--- config.mk ---
export PLATFORM = sky130hd
export DESIGN_NAME = decode_queue_flat
export DESIGN_NICKNAME = d
export VERILOG_FILES = /design/src/rtl/decode_queue_if.sv /design/src/rtl/decode_queue.sv /design/src/flat_wrapper.sv
export SDC_FILE = /design/constraint.sdc
export NUM_CORES = 1
export LEC_CHECK = 0
export BUFFER_PORTS_ARGS = -buffer_cell sky130_fd_sc_hd__buf_2
export CORE_UTILIZATION = 40
export DETAILED_ROUTE_END_ITERATION = 8
export PLACE_DENSITY = 0.69
export RECOVER_POWER = 100
export SETUP_SLACK_MARGIN = 0.05
export SYNTH_ARGS = -nofsm -noshare
export SYNTH_HDL_FRONTEND = slang
export SYNTH_SLANG_ARGS = --single-unit
--- constraint.sdc ---
create_clock -name clock -period 11.6 [get_ports clock]
set_clock_uncertainty 0.1 [all_clocks]
set_input_delay 2.32 -clock clock [delete_from_list [all_inputs] [get_ports clock]]
set_output_delay 2.32 -clock clock [all_outputs]
set_load 0.005 [all_outputs]
--- src/rtl/decode_queue_if.sv ---
// decode_queue_if: fetch-side push and decode-side pop signals of the decode queue
interface decode_queue_if #(parameter int XLEN = 32);
  logic            f_valid;
  logic            f_ready;
  logic [XLEN-1:0] f_pc;
  logic [XLEN-1:0] f_instr;
  logic [XLEN-1:0] f_etval;
  logic            f_exception;
  logic [3:0]      f_ecause;
  logic            d_stall;
  logic            d_clear;
  logic            d_valid;
  logic [XLEN-1:0] d_pc;
  logic [XLEN-1:0] d_instr;
  logic [XLEN-1:0] d_npc;
  logic [XLEN-1:0] d_etval;
  logic            d_exception;
  logic [3:0]      d_ecause;
  modport master (
    output f_valid, f_pc, f_instr, f_etval, f_exception, f_ecause, d_stall, d_clear,
    input  f_ready, d_valid, d_pc, d_instr, d_npc, d_etval, d_exception, d_ecause
  );
  modport slave (
    input  f_valid, f_pc, f_instr, f_etval, f_exception, f_ecause, d_stall, d_clear,
    output f_ready, d_valid, d_pc, d_instr, d_npc, d_etval, d_exception, d_ecause
  );
endinterface

--- src/rtl/decode_queue.sv ---
// decode_queue: circular fetch-to-decode instruction queue; DECODE_QUEUE_BYPASS_EN adds same-cycle bypass when empty
module decode_queue #(
  parameter int DEPTH = 4,
  parameter int XLEN  = 32
) (
  input  logic                   clock,
  input  logic                   reset,
  decode_queue_if.slave          bus,
  output logic [$clog2(DEPTH):0] count
);
  localparam int AW = $clog2(DEPTH);
  localparam int CW = AW + 1;
  typedef struct packed {
    logic [XLEN-1:0] pc;
    logic [XLEN-1:0] instr;
    logic [XLEN-1:0] etval;
    logic            exception;
    logic [3:0]      ecause;
  } entry_t;
  entry_t        mem_q [DEPTH];
  entry_t        mem_d [DEPTH];
  logic [AW-1:0] wr_ptr_q, wr_ptr_d, rd_ptr_q, rd_ptr_d;
  logic [CW-1:0] count_q, count_d;
  entry_t        f_entry, head;
  logic          byp, push, pop, take, wr_en, rd_en;
  // handshake, head selection and next-state of pointers, count and storage
  always_comb begin
    f_entry = '{pc: bus.f_pc, instr: bus.f_instr, etval: bus.f_etval,
                exception: bus.f_exception, ecause: bus.f_ecause};
    bus.f_ready = count_q < CW'(DEPTH);
`ifdef DECODE_QUEUE_BYPASS_EN
    byp = (count_q == '0) && bus.f_valid && !bus.d_clear;
`else
    byp = 1'b0;
`endif
    head = byp ? f_entry : mem_q[rd_ptr_q];
    bus.d_valid = (count_q != '0) || byp;
    push = bus.f_valid && bus.f_ready && !bus.d_clear;
    pop = bus.d_valid && !bus.d_stall && !bus.d_clear;
    take = byp && pop;
    wr_en = push && !take;
    rd_en = pop && !take;
    bus.d_pc = head.pc;
    bus.d_instr = head.instr;
    bus.d_etval = head.etval;
    bus.d_exception = head.exception;
    bus.d_ecause = head.ecause;
    bus.d_npc = head.pc + ((head.instr[1:0] == 2'b11) ? XLEN'(4) : XLEN'(2));
    wr_ptr_d = bus.d_clear ? '0 : wr_ptr_q + AW'(wr_en);
    rd_ptr_d = bus.d_clear ? '0 : rd_ptr_q + AW'(rd_en);
    count_d = bus.d_clear ? '0 : count_q + CW'(wr_en) - CW'(rd_en);
    mem_d = mem_q;
    if (wr_en) mem_d[wr_ptr_q] = f_entry;
  end
  // pointer and occupancy state, cleared by reset
  always_ff @(posedge clock) begin
    if (!reset) begin
      wr_ptr_q <= '0;
      rd_ptr_q <= '0;
      count_q <= '0;
    end else begin
      wr_ptr_q <= wr_ptr_d;
      rd_ptr_q <= rd_ptr_d;
      count_q <= count_d;
    end
  end
  // entry storage, never reset since occupancy alone marks valid entries
  always_ff @(posedge clock) mem_q <= mem_d;
  assign count = count_q;
endmodule

--- src/flat_wrapper.sv ---
// flat-port wrapper written by rule: the top's interface ports become plain ports
module decode_queue_flat 
#(
  parameter int DEPTH = 4,
  parameter int XLEN  = 32
)
  (clock, reset, count, bus_f_valid, bus_f_pc, bus_f_instr, bus_f_etval, bus_f_exception, bus_f_ecause, bus_d_stall, bus_d_clear, bus_f_ready, bus_d_valid, bus_d_pc, bus_d_instr, bus_d_npc, bus_d_etval, bus_d_exception, bus_d_ecause);
  decode_queue_if #(.XLEN(XLEN)) bus_i ();
  input  logic clock;
  input  logic reset;
  output logic [$clog2(DEPTH):0] count;
  input wire logic [$bits(bus_i.f_valid)-1:0] bus_f_valid;
  input wire logic [$bits(bus_i.f_pc)-1:0] bus_f_pc;
  input wire logic [$bits(bus_i.f_instr)-1:0] bus_f_instr;
  input wire logic [$bits(bus_i.f_etval)-1:0] bus_f_etval;
  input wire logic [$bits(bus_i.f_exception)-1:0] bus_f_exception;
  input wire logic [$bits(bus_i.f_ecause)-1:0] bus_f_ecause;
  input wire logic [$bits(bus_i.d_stall)-1:0] bus_d_stall;
  input wire logic [$bits(bus_i.d_clear)-1:0] bus_d_clear;
  output wire logic [$bits(bus_i.f_ready)-1:0] bus_f_ready;
  output wire logic [$bits(bus_i.d_valid)-1:0] bus_d_valid;
  output wire logic [$bits(bus_i.d_pc)-1:0] bus_d_pc;
  output wire logic [$bits(bus_i.d_instr)-1:0] bus_d_instr;
  output wire logic [$bits(bus_i.d_npc)-1:0] bus_d_npc;
  output wire logic [$bits(bus_i.d_etval)-1:0] bus_d_etval;
  output wire logic [$bits(bus_i.d_exception)-1:0] bus_d_exception;
  output wire logic [$bits(bus_i.d_ecause)-1:0] bus_d_ecause;
  assign bus_i.f_valid = bus_f_valid;
  assign bus_i.f_pc = bus_f_pc;
  assign bus_i.f_instr = bus_f_instr;
  assign bus_i.f_etval = bus_f_etval;
  assign bus_i.f_exception = bus_f_exception;
  assign bus_i.f_ecause = bus_f_ecause;
  assign bus_i.d_stall = bus_d_stall;
  assign bus_i.d_clear = bus_d_clear;
  assign bus_f_ready = bus_i.f_ready;
  assign bus_d_valid = bus_i.d_valid;
  assign bus_d_pc = bus_i.d_pc;
  assign bus_d_instr = bus_i.d_instr;
  assign bus_d_npc = bus_i.d_npc;
  assign bus_d_etval = bus_i.d_etval;
  assign bus_d_exception = bus_i.d_exception;
  assign bus_d_ecause = bus_i.d_ecause;
  decode_queue #(.DEPTH(DEPTH), .XLEN(XLEN)) u_core (.clock(clock), .reset(reset), .bus(bus_i), .count(count));
endmodule
# Yosys cells after proc, flatten, opt, wreduce, memory -nomap -nowiden
# Cells that the tools add are included.
# Widths: inputs -> output; s select.
[word_totals]
reg_bits = 411
in_bits = 106
elab_cells = 52
[op_classes]
n_addsub = 5
n_lt_le_gt_ge = 4
n_eq_ne = 1
muxes = 7
n_bitwise = 3
n_reduce_logical = 9
[ops]
columns = ["operator", "count"]
rows = [
  ["$bwmux 404", 1],
  ["$mux 101", 3],
  ["$bmux 101 s2", 1],
  ["$demux 101 s2", 1],
  ["$add 32x32->32", 1],
  ["$ge 3x3->1 const B", 2],
  ["$not 2->3", 2],
  ["$logic_and 1x1->1", 5],
  ["$add 2x1->2", 2],
  ["$add 3x1->3", 1],
  ["$lt 3x1->1 const B", 1],
  ["$lt 3x3->1 const B", 1],
  ["$mux 3", 1],
  ["$reduce_bool 3->1", 1],
  ["$sub 3x1->3", 1],
  ["$eq 2x2->1 const B", 1],
  ["$logic_not 1->1", 2],
  ["$reduce_or 2->1", 1],
  ["$not 1->1", 1],
]

# Logic depth before layout (Yosys ltp)
# Gate-level depths: netlist of the first run.
[logic_depth]
word_depth = 7
ltp_mapped = 12

# Worst setup path before layout of the first run
# Ideal clock, no wire load.
[synth_timing]
path_type = "input to register"
startpoint = "input port bus_d_clear"
endpoint = "register u_core.mem_q[303] (netlist bit) (enable)"
setup_time_ns = 0.707
t_arrival_ns = 10.178
required_ns = 10.793
slack_ns = 0.616
stages = 2
path_buffers = 0
path_cell_list = "nor3b_1 -> nor3b_1"
[synth_via]
elab_chain_len = 2
[synth_lines]
columns = ["item", "line_no", "text"]
rows = [
  ["start: declaration", "flat_wrapper.sv:19", "input wire logic [$bits(bus_i.d_clear)-1:0] bus_d_clear;"],
  ["$logic_not 1->1", "decode_queue.sv:38", "push = bus.f_valid && bus.f_ready && !bus.d_clear;"],
  ["$logic_and 1x1->1", "decode_queue.sv:38", ""],
  ["end signal: assignment", "decode_queue.sv:68", "always_ff @(posedge clock) mem_q <= mem_d;"],
  ["end: declaration", "decode_queue.sv:20", "entry_t mem_q [DEPTH];"],
]
# No other way between the ends.
# A chain may end at the register's enable or synchronous reset.

# Worst setup path in the final report of the first run
[layout_timing]
startpoint = "register u_core.rd_ptr_q[0]"
endpoint = "output port bus_d_npc[29]"
[layout_via]
elab_chain_len = 7
[layout_lines]
columns = ["item", "line_no", "text"]
rows = [
  ["start: declaration", "decode_queue.sv:22", "logic [AW-1:0] wr_ptr_q, wr_ptr_d, rd_ptr_q, rd_ptr_d;"],
  ["start signal: assignment", "decode_queue.sv:63", "rd_ptr_q <= rd_ptr_d;"],
  ["$not 2->3 (not written as such) *", "decode_queue.sv:36", "head = byp ? f_entry : mem_q[rd_ptr_q];"],
  ["$bmux 101 s2 *", "decode_queue.sv:36", ""],
  ["$mux 101 (not written as such) * (2 in a row)", "decode_queue.sv:36", ""],
  ["$eq 2x2->1", "decode_queue.sv:48", "bus.d_npc = head.pc + ((head.instr[1:0] == 2'b11) ? XLEN'(4) : XLEN'(2));"],
  ["$mux 3", "decode_queue.sv:48", ""],
  ["$add 32x32->32 *", "decode_queue.sv:48", ""],
  ["end: declaration", "flat_wrapper.sv:24", "output wire logic [$bits(bus_i.d_npc)-1:0] bus_d_npc;"],
]
# Mark *: on every way between the ends. The rest lies on a longest branch, timed or not. The select of a mux whose other input is x is not followed.

==> results of run 1 <==
==> flip-flops by register name, summed over array words and instances, names as in the netlist <==
name / flops
u_core.count: 3
u_core.mem_q: 404
u_core.rd_ptr_q: 2
u_core.wr_ptr_q: 2
==> worst max path at each step <==
stage / slack, ns / startpoint / end / cells after the start
after global placement: 4.89 / u_core.rd_ptr_q[1] / bus_d_npc[29] / 11
after floorplan: 0.62 / bus_d_clear / u_core.mem_q[303] / 2
final: 2.94 / u_core.rd_ptr_q[0] / bus_d_npc[29] / 10
after detailed placement: 4.78 / u_core.rd_ptr_q[1] / bus_d_npc[29] / 11
after global routing: 2.26 / u_core.rd_ptr_q[0] / bus_d_npc[29] / 10
after CTS: 4.18 / u_core.rd_ptr_q[1] / bus_d_npc[29] / 11
==> worst min-delay path: stages (launching register included) <==
cell	delay, ns
dfxtp_1	0.34
xnor2_1	0.14
nor2_1	0.07
==> stage by stage <==
| stage | total power, mW | util (%) | hold WS [ns] |
|---|---|---|---|
| 2_1_floorplan | 1.753 | - | 0.4397 |
| 3_3_place_gp | 1.818 | 45.82 | 0.4496 |
| 3_5_place_dp | 1.823 | 45.82 | 0.4648 |
| 4_1_cts | 3.157 | 49.45 | 0.4822 |
| 5_1_grt | 3.213 | 48.62 | 0.5219 |
| 6_report | 3.107 | 48.62 | 0.4833 |
==> layout by cell type, fill, tap and decap left out, drive strengths merged, types with 3 or more instances in the layout <==
cell,count
clkinv,18
nor4,3
nand2,14
ha,6
bufinv,4
edfxtp,404
xnor2,27
nand4,8
clkbuf,253
and2,6
xor2,6
dfxtp,7
nor2,11
inv,15
buf,53
nand3,11
mux4,101
and3,3
nor3b,3
==> kinds of logic after synthesis <==
family	count (synthesis)	synth area share, %
AOI/OAI and AO/OA	1	0.04832
xor gates and xnor gates	33	1.860
DFF	411	78.96
and+or+nand+nor	66	2.520
buffers and inverters	37	1.167
adders and majority gates	8	0.7406
muxes	101	14.71
==> final cells by class <==
cell class                 instances  share of cell area [%]
clock buffer                      52                   6.133
multi-input combinational        209                   16.67
timing repair buffer             254                   5.570
tap                              511                   3.467
clock inverter                    26                   1.330
inverter                          13                  0.2646
sequential                       411                   66.56
antenna                            1                 0.01357
==> power by group through the flow <==
stage	Sequential (mW)	Combinational, mW	Clock (mW)
2_1_floorplan	1.70	0.0554	0
3_5_place_dp	1.69	0.129	0
4_1_cts	1.66	0.129	1.37
3_3_place_gp	1.69	0.126	0
6_report	1.66	0.117	1.33
5_1_grt	1.67	0.130	1.42
==> routing by layer <==
layer  GRT usage [%]  part of all wire (%)  up-vias
met3           4.962                   7.4       57
li1                -                     -     3313
met4           5.954                   2.3        8
met2           25.63                    50      204
met5               0                  0.19        -
met1           19.00                    40     3813
==> metrics.csv, run 1 <==
metric,value,unit
status,"complete, but fails checks",
violations,"max-capacitance violations, max-slew violations",
detail_route.iter0.violations,392,
fmax,115.5,MHz
coreArea,37930,sq um
layout-drive-gt1-share,22.69,%
netlist_top_cells_count,"edfxtp_1 (404), mux4_2 (98), xnor2_1 (27), nand2_1 (14)",
synth_edf_count,404,
fin_nets,1046,
drc_errors,0,
hold_viol,0,
multi_input_area,3074,sq um
grt.total_usage,15.52,%
portBuffers,243,
pin_count,244,
cts-buffers-inserted,43,
netlist_area,15540,sq um
p_comb_share,3.8,%
synth_flop_cell,edfxtp_1,
synth_area_leader_cell,edfxtp_1,
maxSlewViolCount,453,
grt_pass1_vias,7622,
grt_max_degree,66,
finalCritPeriodShare,74.64,%
grt_pass1_wl,45180,um
rows,71,
antenna_found_initial,5,
fin_cells,1477,
start_util,40.97,%
hold_end,u_core.count[2],
path_class,reg -> out,
syn_to_final_growth,18.67,%
vias,7395,
die-area,39650,sq um
required,9.18,ns
p_sw_share,19.80,%
root_buffer,clkbuf_16,
wl,30590,um
final_cell_area,18440,sq um
worstReg2RegEnd,u_core.mem_q[50],
setup_tns,0,ns
viasPerCell,5.007,
clk_pin_slew,0.06,ns
endpoint_kind,output port,
die_w,199.1,um
syn_avg_cell_area,23.66,sq um
relSlewSlack,-183.3,%
crit_family,flip-flops,
synth_cell_types,30,
synth_cells,657,
regArea,12280,sq um
fp.dieH,199.1,um
finalSetupViolCount,0,
ys_seq_area_share,78.96,%
dp_hpwl,18510,um
p_int,2.492,mW
gr-total-overflow,0,
setup_ws,2.941,ns
cts_hold_buf,0,
cts_resized,0,
irDropWorstVdd,126.0,uV
cts.sinks,411,
slowest_delay,2.06,ns
nFillCells,3202,
slowest_stage,dfxtp_1,
hp-start,u_core.count[2],
synth_top_area_share,78.06,%
worstSetupStartpointType,flop,
pwr-share-seq,53.6,%
dp_slack,4.784,ns
clk-insertion-delay-late,0.55,ns
worstMarginPinSlew,4.249,ns
h-tree-depth,2,
ys_seq_elements,411,
post_cts_buffers,0,
holdCritPathClass,reg -> reg,
yosys-top-cells-area,"edfxtp_1 (78%), mux4_2 (14%), xnor2_1 (1.5%)",
p_switching,0.6151,mW
gp_congestion,0.7360,
reg2reg_depth,3,
post_drt_wl_per_cell,20.71,um
dp_cells,1398,
r2r-start,u_core.count[2],
rsz0062_at_grt,no,
hold_depth,2,
cts_tree,built,
ant_nets,0,
synth_nets,771,
firstDrtPassIters,4,
synth_most_common_cell,edfxtp_1,
yosysWarnings,0,
max_cap_violations,10,
cp.arrival,6.24,ns
place_area,17380,sq um
async_reset_ff_share,0,%
path_buf_inv,2,
leakagePower,5.705,nW
powerDensity,168.5,nW/um^2
period_needed,8.659,ns
max-clock-path-buffers,3,
power_frac_clock,42.7,%
path_cells,"mux4_2, nand2_1, ha_1, inv_1, fa_1, nand4b_1, nor4_1, and4_1, xnor2_1, clkbuf_1",
regToRegSetupSlack,5.31,ns
worstPathMaxFanout,37,
Power figures use the tool's default switching activity.
==> run 2, diff against run 1 <==
==> constraint.sdc (replaced) <==
create_clock -name clock -period 7.2 [get_ports clock]
set_clock_uncertainty 0.1 [all_clocks]
set_input_delay 1.44 -clock clock [delete_from_list [all_inputs] [get_ports clock]]
set_output_delay 1.44 -clock clock [all_outputs]
set_load 0.005 [all_outputs]
==> run 2 against run 1 <==
Compared with the run above:
- the flow still finishes with violations (max-capacitance violations, max-slew violations)
- via count fell by 0.30%
- total power grew 62%
- critical path depth down 3
- register-to-register slack worse by 3.3 ns
- setup slack lost 1.6 ns
- wire length is 0.67% lower
- sequential power grew 61%
- clock power grew 64%
- sequential share of layout area shrank 0.11 points
- highest routed layer is now met4
==> metrics.csv, run 2 (synthesis results as in run 1) <==
metric,value,unit,change
dp_hpwl,18240,um,-1.4%
violations,"max-capacitance violations, max-slew violations",,
vias,7373,,-0.30%
worstMarginPinSlew,3.992,ns,-0.2571 ns
die-area,39650,sq um,unchanged
max-clock-path-buffers,3,,unchanged
holdCritPathClass,reg -> reg,,
relSlewSlack,-166.1,%,+17 points
grt.total_usage,15.55,%,+0.038 points
rsz0062_at_grt,no,,
drc_errors,0,,unchanged
irDropWorstVdd,202.9,uV,+61%
root_buffer,clkbuf_16,,
period_needed,5.907,ns,
clk_pin_slew,0.06,ns,about the same
required,5.66,ns,-3.52 ns
cts_tree,built,,
grt_pass1_vias,7888,,+3.5%
finalSetupViolCount,0,,unchanged
layout_common_cells,"edfxtp_1 (404), clkbuf_1 (212), mux4_2 (98), clkbuf_16 (45), buf_2 (45)",,
largest_register_ffs,404,,unchanged
regMostFlops,u_core.mem_q,,
cp.arrival,4.37,ns,-1.87 ns
max_cap_violations,9,,-1
syn_to_final_growth,18.89,%,
layout_commonest_cell,edfxtp_1,,
worstPathMaxFanout,38,,+2.7%
layout-drive-gt1-share,22.01,%,-0.68 points
detail_route.iter0.violations,362,,-7.7%
finalCritPeriodShare,82.04,%,
fin_nets,1044,,-0.19%
setup_ws,1.293,ns,-1.648 ns
cts_resized,0,,unchanged
fmax,169.3,MHz,
grt_pass1_wl,45580,um,+0.89%
setup_tns,0,ns,unchanged
start_util,40.97,%,unchanged
rows,71,,unchanged
status,"complete, but fails checks",,
clk-insertion-delay-late,0.55,ns,about the same
post_cts_buffers,0,,unchanged
cts_hold_buf,0,,unchanged
portBuffers,243,,unchanged
ant_nets,0,,unchanged
antenna_found_initial,2,,-3
gp_congestion,0.6861,,-6.8%
powerDensity,273.1,nW/um^2,+62%
worstSetupStartpointType,flop,,
dp_slack,2.137,ns,-2.647 ns
post_drt_wl_per_cell,20.59,um,-0.60%
cts-buffers-inserted,42,,-2.3%
hold_viol,0,,unchanged
grt_max_degree,61,,-7.6%
maxSlewViolCount,431,,-4.9%
leakagePower,5.720,nW,+0.27%
endpoint_kind,output port,,
coreArea,37930,sq um,unchanged
path_class,reg -> out,,
final_util,48.72,%,+0.092 points
fp.dieH,199.1,um,unchanged
gr-total-overflow,0,,unchanged
die_w,199.1,um,unchanged
firstDrtPassIters,4,,unchanged
h-tree-depth,2,,unchanged
nFillCells,3184,,-0.56%
pin_count,244,,unchanged
cts.sinks,411,,unchanged
wl,30390,um,-0.67%
viasPerCell,4.995,,-0.23%
run 2: worst paths after layout:
path                            slack (ns)                  to  cells after the start                from
worst min register to register        0.49  u_core.wr_ptr_q[1]                      2  u_core.wr_ptr_q[1]
worst min-delay path                  0.49  u_core.wr_ptr_q[1]                      2  u_core.wr_ptr_q[1]
worst max-delay path                  1.29       bus_d_npc[29]                      7  u_core.rd_ptr_q[0]
worst max register to register        2.02   u_core.mem_q[215]                      4     u_core.count[2]
run 2: metal layers:
metal	GRT usage, %	routed length (um)
met5	0	0
met2	26.33	15230
met4	5.812	691
met1	18.55	11920
met3	4.962	2545
run 2: critical path, cell delays in order, from the launching register on:
cell and delay (ns):
dfxtp_4 0.69, clkbuf_2 1.18, mux4_1 0.59, nand4_4 0.18, nor4_4 0.56, and4_1 0.31, xnor2_1 0.13, clkbuf_1 0.13
run 2: power by group:
group / switching, mW / internal [mW] / leakage [nW] / total [mW]
combinational: 0.112 / 0.0763 / 1.31 / 0.188
sequential: 0.00913 / 2.67 / 3.73 / 2.68
clock: 0.861 / 1.32 / 0.679 / 2.18
run 2: layout make-up:
| cell class | count | area, sq um | area share (%) |
|---|---|---|---|
| timing repair buffer | 253 | 1015 | 5.491 |
| clock inverter | 23 | 235.2 | 1.273 |
| clock buffer | 54 | 1160 | 6.277 |
| antenna | 2 | 5.005 | 0.02708 |
| sequential | 411 | 12280 | 66.45 |
| inverter | 13 | 48.80 | 0.2641 |
| multi-input combinational | 209 | 3097 | 16.76 |
| tap | 511 | 639.4 | 3.460 |
run 2: stage by stage:
step                      hold slack (ns)  cell area (sq um)  cells  power [mW]
after detailed placement           0.4851              17380   1397       2.936
after CTS                          0.5098              18770   1474       5.123
after floorplan                    0.4479              15550    657       2.820
after global routing               0.5186              18470   1474       5.211
final                              0.4851              18480   1476       5.047
after global placement             0.4500              17380   1397       2.929
